File: config.mk
export PLATFORM = sky130hd
export DESIGN_NAME = dac_stream_out
export DESIGN_NICKNAME = d
export VERILOG_FILES = /design/src/rtl/dac_stream_out_pkg.sv /design/src/rtl/dac_stream_out_sync_fifo.sv /design/src/rtl/dac_stream_out.sv
export SDC_FILE = /design/constraint.sdc
export NUM_CORES = 1
export LEC_CHECK = 0
export CAP_MARGIN = 10
export CORE_ASPECT_RATIO = 2
export CORE_MARGIN = 2
export CORE_UTILIZATION = 54
export DETAILED_ROUTE_END_ITERATION = 12
export GPL_TIMING_DRIVEN = 0
export PLACE_DENSITY = 0.76
export SYNTH_ARGS = -nofsm -noshare
export SYNTH_HDL_FRONTEND = slang
export SYNTH_HIERARCHICAL = 1
export SYNTH_SLANG_ARGS = --single-unit
File: constraint.sdc
create_clock -name aclk -period 3.8 [get_ports aclk]
set_input_delay 0.76 -clock aclk [delete_from_list [all_inputs] [get_ports aclk]]
set_output_delay 0.76 -clock aclk [all_outputs]
set_load 0.01 [all_outputs]
File: src/rtl/dac_stream_out_pkg.sv
`default_nettype none
// ============================================================================
// Module      : dac_stream_out_pkg
// Description : Shared definitions for the DAC transmit stream: FSM state
//               encodings, tdata channel field layout and midscale helper.
// Revision    : 1.0 - initial release
// ============================================================================
package dac_stream_out_pkg;

    localparam logic [1:0] c_st_idle  = 2'd0;
    localparam logic [1:0] c_st_prime = 2'd1;
    localparam logic [1:0] c_st_run   = 2'd2;

    typedef enum logic [1:0] {
        ST_IDLE  = c_st_idle,
        ST_PRIME = c_st_prime,
        ST_RUN   = c_st_run
    } dac_state_t;

    // tdata layout, also used by the waveform generator
    localparam int c_sample_w = 16;
    localparam int c_ch_a_lsb = 0;
    localparam int c_ch_b_lsb = 16;

    // Code for a zero sample in inverted offset binary: 0 followed by all ones
    function automatic logic [31:0] dac_midscale(input int width);
        return (32'd1 << (width - 1)) - 32'd1;
    endfunction

endpackage
`default_nettype wire

File: src/rtl/dac_stream_out_sync_fifo.sv
`default_nettype none
// ============================================================================
// Module      : dac_stream_out_sync_fifo
// Description : Single-clock first-word-fall-through FIFO with level output
//               and synchronous flush.
// Revision    : 1.0 - initial release
// ============================================================================
module dac_stream_out_sync_fifo #(
    parameter int DATA_WIDTH = 32,
    parameter int DEPTH      = 16
) (
    input  logic                   clk,
    input  logic                   rst,
    input  logic                   i_flush,
    input  logic                   i_push,
    input  logic [DATA_WIDTH-1:0]  i_data,
    input  logic                   i_pop,
    output logic [DATA_WIDTH-1:0]  o_data,
    output logic                   o_full,
    output logic                   o_empty,
    output logic [$clog2(DEPTH):0] o_level
);

    localparam int             c_aw    = $clog2(DEPTH);
    localparam logic [c_aw:0]  c_depth = (c_aw + 1)'(DEPTH);

    logic [DATA_WIDTH-1:0] r_mem [DEPTH];
    logic [c_aw-1:0]       r_wr_ptr;
    logic [c_aw-1:0]       r_rd_ptr;
    logic [c_aw:0]         r_count;
    logic                  w_do_push;
    logic                  w_do_pop;

    assign o_full    = (r_count == c_depth);
    assign o_empty   = (r_count == '0);
    assign o_level   = r_count;
    assign o_data    = r_mem[r_rd_ptr];
    assign w_do_push = i_push && !o_full;
    assign w_do_pop  = i_pop && !o_empty;

    always_ff @(posedge clk) begin
        if (w_do_push && !i_flush) begin
            r_mem[r_wr_ptr] <= i_data;
        end
    end

    // Power-of-two depth lets the pointers wrap on their own
    always_ff @(posedge clk or posedge rst) begin
        if (rst) begin
            r_wr_ptr <= '0;
            r_rd_ptr <= '0;
            r_count  <= '0;
        end else if (i_flush) begin
            r_wr_ptr <= '0;
            r_rd_ptr <= '0;
            r_count  <= '0;
        end else begin
            if (w_do_push) begin
                r_wr_ptr <= r_wr_ptr + 1'b1;
            end
            if (w_do_pop) begin
                r_rd_ptr <= r_rd_ptr + 1'b1;
            end
            if (w_do_push && !w_do_pop) begin
                r_count <= r_count + 1'b1;
            end else if (w_do_pop && !w_do_push) begin
                r_count <= r_count - 1'b1;
            end
        end
    end

endmodule
`default_nettype wire

File: src/rtl/dac_stream_out.sv
`default_nettype none
// ============================================================================
// Module      : dac_stream_out
// Description : AXI4-Stream sample-pair sink driving a two-channel DAC through
//               a priming FIFO, programmable rate divider and code converter.
// Revision    : 1.0 - initial release
// ============================================================================
module dac_stream_out
    import dac_stream_out_pkg::*;
#(
    parameter int DAC_DATA_WIDTH = 14,
    parameter int FIFO_DEPTH     = 16,
    parameter int PRIME_LEVEL    = 8
) (
    input  logic                          aclk,
    input  logic                          areset,
    input  logic                          enable,
    input  logic [15:0]                   rate_div,
    input  logic                          s_axis_tvalid,
    output logic                          s_axis_tready,
    input  logic [31:0]                   s_axis_tdata,
    output logic [DAC_DATA_WIDTH-1:0]     dac_dat_a,
    output logic [DAC_DATA_WIDTH-1:0]     dac_dat_b,
    output logic [$clog2(FIFO_DEPTH):0]   fifo_level,
    output logic [31:0]                   underflow_cnt,
    output logic                          running
);

    localparam int                        c_lvl_w     = $clog2(FIFO_DEPTH) + 1;
    localparam logic [c_lvl_w-1:0]        c_prime_lvl = c_lvl_w'(PRIME_LEVEL);
    localparam logic [DAC_DATA_WIDTH-1:0] c_midscale  =
        DAC_DATA_WIDTH'(dac_midscale(DAC_DATA_WIDTH));

    dac_state_t                r_state;
    dac_state_t                w_next_state;
    logic [15:0]               r_div_cnt;
    logic [DAC_DATA_WIDTH-1:0] r_dac_a;
    logic [DAC_DATA_WIDTH-1:0] r_dac_b;
    logic [31:0]               r_underflow_cnt;
    logic                      w_full;
    logic                      w_empty;
    logic                      w_push;
    logic                      w_pop;
    logic                      w_tick;
    logic                      w_underflow;
    logic                      w_flush;
    logic [c_lvl_w-1:0]        w_level;
    logic [31:0]               w_rd_data;
    logic [c_sample_w-1:0]     w_samp_a;
    logic [c_sample_w-1:0]     w_samp_b;
    logic                      w_unused_lsbs;

    // Keep the top DAC_DATA_WIDTH bits, then invert all but the sign bit
    function automatic logic [DAC_DATA_WIDTH-1:0] to_code(input logic [DAC_DATA_WIDTH-1:0] x);
        return {x[DAC_DATA_WIDTH-1], ~x[DAC_DATA_WIDTH-2:0]};
    endfunction

    assign w_flush       = !enable;
    assign s_axis_tready = (r_state != ST_IDLE) && !w_full;
    assign w_push        = s_axis_tvalid && s_axis_tready;
    assign w_tick        = (r_state == ST_RUN) && enable && (r_div_cnt == '0);
    assign w_pop         = w_tick && !w_empty;
    assign w_underflow   = w_tick && w_empty;

    assign w_samp_a      = w_rd_data[c_ch_a_lsb +: c_sample_w];
    assign w_samp_b      = w_rd_data[c_ch_b_lsb +: c_sample_w];
    assign w_unused_lsbs = ^{w_samp_a, w_samp_b};

    dac_stream_out_sync_fifo #(
        .DATA_WIDTH (32),
        .DEPTH      (FIFO_DEPTH)
    ) u_fifo (
        .clk     (aclk),
        .rst     (areset),
        .i_flush (w_flush),
        .i_push  (w_push),
        .i_data  (s_axis_tdata),
        .i_pop   (w_pop),
        .o_data  (w_rd_data),
        .o_full  (w_full),
        .o_empty (w_empty),
        .o_level (w_level)
    );

    always_comb begin
        w_next_state = r_state;
        if (!enable) begin
            w_next_state = ST_IDLE;
        end else begin
            case (r_state)
                ST_IDLE:  w_next_state = ST_PRIME;
                ST_PRIME: if (w_level >= c_prime_lvl) w_next_state = ST_RUN;
                ST_RUN:   if (w_underflow) w_next_state = ST_PRIME;
                default:  w_next_state = ST_IDLE;
            endcase
        end
    end

    always_ff @(posedge aclk or posedge areset) begin
        if (areset) begin
            r_state <= ST_IDLE;
        end else begin
            r_state <= w_next_state;
        end
    end

    // Held at zero outside RUN so the first RUN cycle always ticks
    always_ff @(posedge aclk or posedge areset) begin
        if (areset) begin
            r_div_cnt <= '0;
        end else if (r_state != ST_RUN) begin
            r_div_cnt <= '0;
        end else if (w_tick) begin
            r_div_cnt <= rate_div;
        end else if (r_div_cnt != '0) begin
            r_div_cnt <= r_div_cnt - 16'd1;
        end
    end

    always_ff @(posedge aclk or posedge areset) begin
        if (areset) begin
            r_dac_a <= c_midscale;
            r_dac_b <= c_midscale;
        end else if (!enable || (r_state == ST_IDLE) || w_underflow) begin
            r_dac_a <= c_midscale;
            r_dac_b <= c_midscale;
        end else if (w_pop) begin
            r_dac_a <= to_code(w_samp_a[c_sample_w-1 -: DAC_DATA_WIDTH]);
            r_dac_b <= to_code(w_samp_b[c_sample_w-1 -: DAC_DATA_WIDTH]);
        end
    end

    always_ff @(posedge aclk or posedge areset) begin
        if (areset) begin
            r_underflow_cnt <= '0;
        end else if (w_underflow && (r_underflow_cnt != '1)) begin
            r_underflow_cnt <= r_underflow_cnt + 32'd1;
        end
    end

    assign dac_dat_a     = r_dac_a;
    assign dac_dat_b     = r_dac_b;
    assign fifo_level    = w_level;
    assign underflow_cnt = r_underflow_cnt;
    assign running       = (r_state == ST_RUN);

endmodule
`default_nettype wire

==> run metrics, run 1 <==
status complete, no violations; H-tree levels 2; Post-Syn Area roughly 22000 µm²; global placement routability congestion 0.813; DR iter-0 viols 1003; top-level I/O count between 100 and 150; TritonCTS buffer count 44; CTS tree done; Root Driver clkbuf_16; Vias/cell roughly 6; MaxCap Viol Count 0; die width roughly 150 µm; combinational share of power between 10% and 20%; clock power share between 30 and 40%; Placement Rows ~100; Worst-Skew Late Latency slightly below 0.6 ns; vias in the first global route 12100; Final Cycle Share between 90 and 100%; first-pass GRT wire length about 75000 µm; placed cell count ~1800; Final HPWL DP ~33000 µm; Tot Pwr ~13 mW; gr ovfl total 0; min-delay worst type flop to flop; Core Area between 30000 and 40000 µm²; setup TNS 0 ns; WS Path Type flop to flop; Global Route Usage Sum 24.6%; Rel. slew slack a little under 30%; Post-Route WL ~50000 µm; Final Hold Vio Count 0; die height between 200 and 300 µm; Startpoint Class flop; layout cells sized above 1 a little under a quarter; Final Critical Period around 3.5 ns; average cell area after synthesis around 20 µm²; sequential share of power 52.3%; Mapped Nets around 1200; DRC Markers 0; Final nets around 1300; Max Buffers Root-to-Sink 3; clock slew at reported path FFs around 0.070 ns; pin count of the biggest net entering global routing 62; worst-path maximum fanout 10; Worst-Margin Slew 1.07 ns; final setup fails 0; net switching power about 3.0 mW; cell internal pwr between 9 and 10 mW; DR vias ~11000; power per cell area ~500 nW/µm²; clk sinks ~540; Die Area 41700 µm²; TritonRoute pass-1 iters 5; Net Sw Frac between 20% and 30%; hold_buf cts 0; Max Slew Vio Count 0; DR WL/cell 27.8 µm; Initial Util a little over half; Worst Setup End Kind flop; Static Leakage approximately 8.5 nW; fmax 282 MHz; warnings from Yosys 6; WP data arrival ~4 ns; unrepaired setup endpoints after global routing false; initial antenna violation count 2; worst vdd ir about 0.35 mV; Final Non-Filler Cells about 1800; clk_skew 0.0236 ns; Area Growth Syn to Fin 17.9%; Req. time, crit path 4.29 ns; post-route ant nets 0; cells after synthesis roughly 1100; IO buf count 114
[metrics by stage]
step           area (µm²)  hold WS [ns]  setup slack (ns)  utilization (%)
6_report            25500         0.490             0.252             64.5
5_1_grt             25500         0.513           0.00814             64.5
4_1_cts             25400         0.494            0.0282             64.5
3_5_place_dp        23900         0.482            -0.868             60.6
3_3_place_gp        23400         0.472             -1.90             59.3
2_1_floorplan       21600         0.507             0.209                -
[placed cells by master, fill, tap and decap left out, drive strengths merged, types with 5 or more instances in the layout]
cell type      instances
a21boi                 5
dfstp                 26
buf                   47
nand3                 20
clkbuf                90
dfrtp                 65
o211ai                29
nor3                  20
nand4                  7
edfxtp               448
xor2                  31
or3                    7
a21oi                  9
clkinv                10
nor2                  56
inv                   21
nor4                   9
and4                   6
mux4                 140
o21ai                 10
ha                    11
clkdlybuf4s50        114
a211oi                 7
nand2                 53
and3                   6
xnor2                 18
[power by group through the flow]
stage / clock, mW / combinational, mW / sequential [mW]
floorplan: 0 / 0.754 / 6.75
global placement: 0 / 1.16 / 6.75
detailed placement: 0 / 1.25 / 6.76
CTS: 4.80 / 1.30 / 6.63
global route: 5.00 / 1.44 / 6.65
finish: 4.72 / 1.33 / 6.64
[metal layers]
| layer | global-route usage [%] | part of all wire, % |
|---|---|---|
| met5 | 0 | 0.022 |
| met2 | 47.4 | 56 |
| met1 | 27.2 | 34 |
| met3 | 3.59 | 6.0 |
| met4 | 9.78 | 4.0 |
[critical path, stage by stage (launching register included)]
cell and delay, ns:
dfrtp_1 0.49, or4_4 0.66, nor2_4 0.19, or2_4 0.26, clkinvlp_4 0.15, o41ai_1 0.10, nand2_1 0.24, fa_1 0.48
a21o_1 0.22, a2111oi_1 0.38, o21ai_0 0.15, a31oi_1 0.16
[sequential cells by signal, summed over array words and instances (netlist names)]
name,count
u_fifo/r_mem,448
underflow_cnt,32
r_div_cnt,16
dac_dat_a,14
dac_dat_b,14
u_fifo/o_level,5
u_fifo/r_rd_ptr,4
u_fifo/r_wr_ptr,4
r_state,2
[final timing paths]
check,from,to,slack [ns],cells past startpoint
worst max-delay path,u_fifo/o_level[0],u_fifo/o_level[4],0.25,11
worst min-delay path,underflow_cnt[29],underflow_cnt[29],0.49,1
worst max register to register,u_fifo/o_level[0],u_fifo/o_level[4],0.25,11
worst min register to register,underflow_cnt[29],underflow_cnt[29],0.49,1
max in group asynchronous,areset,dac_dat_b[1],2.58,3
min in group asynchronous,areset,underflow_cnt[12],0.52,2
[layout make-up]
type / instances / area, µm²
sequential: 539 / 15800
clock inverter: 18 / 226
clock buffer: 64 / 1280
buffer: 53 / 345
timing repair buffer: 134 / 1560
fill: 2632 / 14000
inverter: 20 / 81.3
tap: 525 / 657
multi-input combinational: 485 / 5540
antenna: 1 / 2.50
[timing repair]
item	CTS	global route
buffers inserted	3	0
resized for setup	3	9
cloned	0	0
setup endpoints to repair	5	149
pin swaps	1	2
No activity file was read; power rests on OpenSTA's default activity.
==> inputs of run 2 (changes only) <==
--- a/config.mk
+++ b/config.mk
@@ -8,10 +8,11 @@
 export CAP_MARGIN = 10
 export CORE_ASPECT_RATIO = 2
 export CORE_MARGIN = 2
-export CORE_UTILIZATION = 54
+export CORE_UTILIZATION = 60
+export CTS_CLUSTER_DIAMETER = 80
 export DETAILED_ROUTE_END_ITERATION = 12
 export GPL_TIMING_DRIVEN = 0
-export PLACE_DENSITY = 0.76
+export PLACE_DENSITY = 0.8
 export SYNTH_ARGS = -nofsm -noshare
 export SYNTH_HDL_FRONTEND = slang
 export SYNTH_HIERARCHICAL = 1
==> constraint.sdc (replaced) <==
create_clock -name aclk -period 4.05 [get_ports aclk]
set_input_delay 0.81 -clock aclk [delete_from_list [all_inputs] [get_ports aclk]]
set_output_delay 0.81 -clock aclk [all_outputs]
set_load 0.01 [all_outputs]
==> run 2 against run 1 <==
Compared with the run above:
- final area barely moved
- die area fell by 9.8%
- via count rose by 3.0%
- largest power group unchanged
==> run metrics, run 2 (synthesized netlist as in run 1, its figures left out) <==
layout cells sized above 1 23.2% (-0.071 points); Worst-Margin Slew 1.10 ns (+0.0339 ns); top-level I/O count 119 (unchanged); Core Area 35600 µm² (-9.8%); hold_buf cts 0 (unchanged); WS Path Type flop to flop; RR Endpoint u_fifo/o_level[4]; setup TNS 0 ns (unchanged); Post-Route WL 51600 µm (+0.93%); CTS tree done; setup ws final 0.270 ns (+0.0181 ns); Place WS -0.765 ns (+0.103 ns); Top Family by Delay on Critical Path simple AND/OR/NAND/NOR gates; Worst-Skew Late Latency 0.58 ns (about the same); Die Area 37600 µm² (-9.8%); Root Driver clkbuf_16; Final nets 1344 (+0.22%); max reg flops 448 (unchanged); TritonCTS buffer count 45 (+2.3%); vias in the first global route 12400 (+1.9%); worst vdd ir 0.634 mV (+79%); Hold Startpoint underflow_cnt[19]; hold endpoint underflow_cnt[19]; Final HPWL DP 32400 µm (-1.4%); DR WL/cell 29.2 µm (+5.0%); power per cell area 480 nW/µm² (-3.7%); # fillers 2040 (-22%); r2r startpoint r_div_cnt[6]; status complete, no violations; DR iter-0 viols 1109 (+11%); Req. time, crit path 4.54 ns (+0.25 ns); Initial Util 60.7% (+6.0 points); Final Non-Filler Cells 1768 (-3.9%); placed cell count 1682 (-4.3%); Reg2Reg Depth 12 (+1); most frequent cells in the layout edfxtp_1 (448), mux4_2 (134), clkdlybuf4s50_1 (114); worst-path maximum fanout 10 (unchanged); first-pass GRT wire length 76700 µm (+1.7%); slowest stage delay, CP 0.61 ns (-0.05 ns); clock slew at reported path FFs 0.07 ns (about the same); post-place instance area 23800 µm² (-0.39%); most frequent CP cell a21oi_1; final setup fails 0 (unchanged); die width 138 µm (-5.0%); CP cell instances or4_4 -> nor4_4 -> nand3_1 -> or2_4 -> clkinvlp_4 -> o41ai_1 -> nand2_1 -> ha_1 -> a21oi_1 -> a21oi_1 -> a311o_1 -> a31oi_1; Final Cycle Share 93.3% (about the same); DR vias 11700 (+3.0%); most common cell after layout, fill and taps aside edfxtp_1; Global Route Usage Sum 27.8% (+3.2 points); min-delay worst type flop to flop; Placement Rows 98 (-4.9%); post-route ant nets 0 (unchanged); Core Util, Final 71.6% (+7.1 points); pin count of the biggest net entering global routing 64 (+3.2%); Rel. slew slack 26.6% (-2.3 points); WP data arrival 4.27 ns (+0.23 ns); global placement routability congestion 0.825 (+1.5%); DRC Markers 0 (unchanged); Final Hold Vio Count 0 (unchanged); clk sinks 539 (unchanged); gr ovfl total 0 (unchanged); die height 272 µm (-5.1%); Vias/cell 6.62 (+7.2%); Max Buffers Root-to-Sink 3 (unchanged); Biggest register u_fifo/r_mem; Final Critical Period 3.78 ns (+0.232 ns); Max Slew Vio Count 0 (unchanged); clk_skew 0.0249 ns (+0.00122 ns); TritonRoute pass-1 iters 6 (+1); Worst Hold Depth 1 (unchanged); IO buf count 114 (unchanged); H-tree levels 2 (unchanged); CP max stage cell or4_4; Startpoint Class flop; fmax 265 MHz (-6.1%); flop2flop setup slack 0.27 ns (+0.02 ns); initial antenna violation count 1 (-1); MaxCap Viol Count 0 (unchanged); Worst Setup End Kind flop; Finished Cell Area 25500 µm² (about the same); Critical Path Source r_div_cnt[6]; Static Leakage 8.59 nW (+0.61%); Area Growth Syn to Fin 18.0% (about the same); unrepaired setup endpoints after global routing false; Critical path buffers and inverters 1 (unchanged)
-- run 2: changes by cell type in the layout (fill, tap and decap cells not counted), moves of 2 or more --
| cell | before | now |
|---|---|---|
| bufinv_16 | 4 | 9 |
| clkbuf_16 | 45 | 47 |
| clkbuf_8 | 8 | 3 |
| clkinv_2 | 6 | 8 |
| clkinvlp_4 | 3 | 5 |
-- run 2: per-layer routing --
layer | global-route usage (%) | vias to the layer above | share of wire, %
met5 | 0 | - | 0
met4 | 14.6 | 0 | 5.7
met3 | 3.87 | 180 | 6.3
met2 | 50.5 | 629 | 55
met1 | 32.1 | 6118 | 33
li1 | - | 4783 | -
-- run 2: timing repair --
| item | CTS | global route |
|---|---|---|
| setup buffers | 2 | 1 |
| setup endpoints to repair | 3 | 1 |
| pin swaps | 1 | 0 |
| resized for setup | 2 | 3 |
-- run 2: layout make-up --
type                            instances  area [µm²]  share of cell area [%]
Buffer                                 55         353                    1.39
Antenna cell                            1        2.50                 0.00982
Sequential cell                       539       15800                    61.9
Clock inverter                         25         389                    1.53
Multi-Input combinational cell        485        5520                    21.7
Tap cell                              450         563                    2.21
Inverter                               20        81.3                   0.319
Timing Repair Buffer                  134        1560                    6.11
Clock buffer                           59        1250                    4.91
-- run 2: where the power goes --
part | leakage, nW | switching, mW | internal, mW | total (mW)
Combinational | 2.62 | 0.715 | 0.513 | 1.23
Sequential | 5.18 | 0.103 | 6.12 | 6.23
Clock | 0.793 | 1.99 | 2.78 | 4.77
-- run 2: metrics by stage --
step                      hold WS (ns)  power, mW
after floorplan                  0.507       7.04
after global placement           0.470       7.42
after detailed placement         0.482       7.52
after CTS                        0.495       12.3
after global routing             0.514       12.6
final                            0.495       12.2
-- run 2: worst max path at each step --
stage | depth (start not counted) | endpoint
final | 12 | u_fifo/o_level[4]
after global routing | 12 | u_fifo/o_level[4]
after CTS | 13 | u_fifo/o_level[4]
after detailed placement | 15 | u_fifo/o_level[4]
after global placement | 7 | u_fifo/r_mem[8][9]
after floorplan | 9 | u_fifo/r_mem[12][10]
==> inputs of run 3 (changes only) <==
--- a/config.mk
+++ b/config.mk
@@ -9,7 +9,7 @@
 export CORE_ASPECT_RATIO = 2
 export CORE_MARGIN = 2
 export CORE_UTILIZATION = 60
-export CTS_CLUSTER_DIAMETER = 80
+export CTS_CLUSTER_DIAMETER = 120
 export DETAILED_ROUTE_END_ITERATION = 12
 export GPL_TIMING_DRIVEN = 0
 export PLACE_DENSITY = 0.8
==> results of run 3 <==
The final DEF is identical to that of run 2; final timing and power are the same.
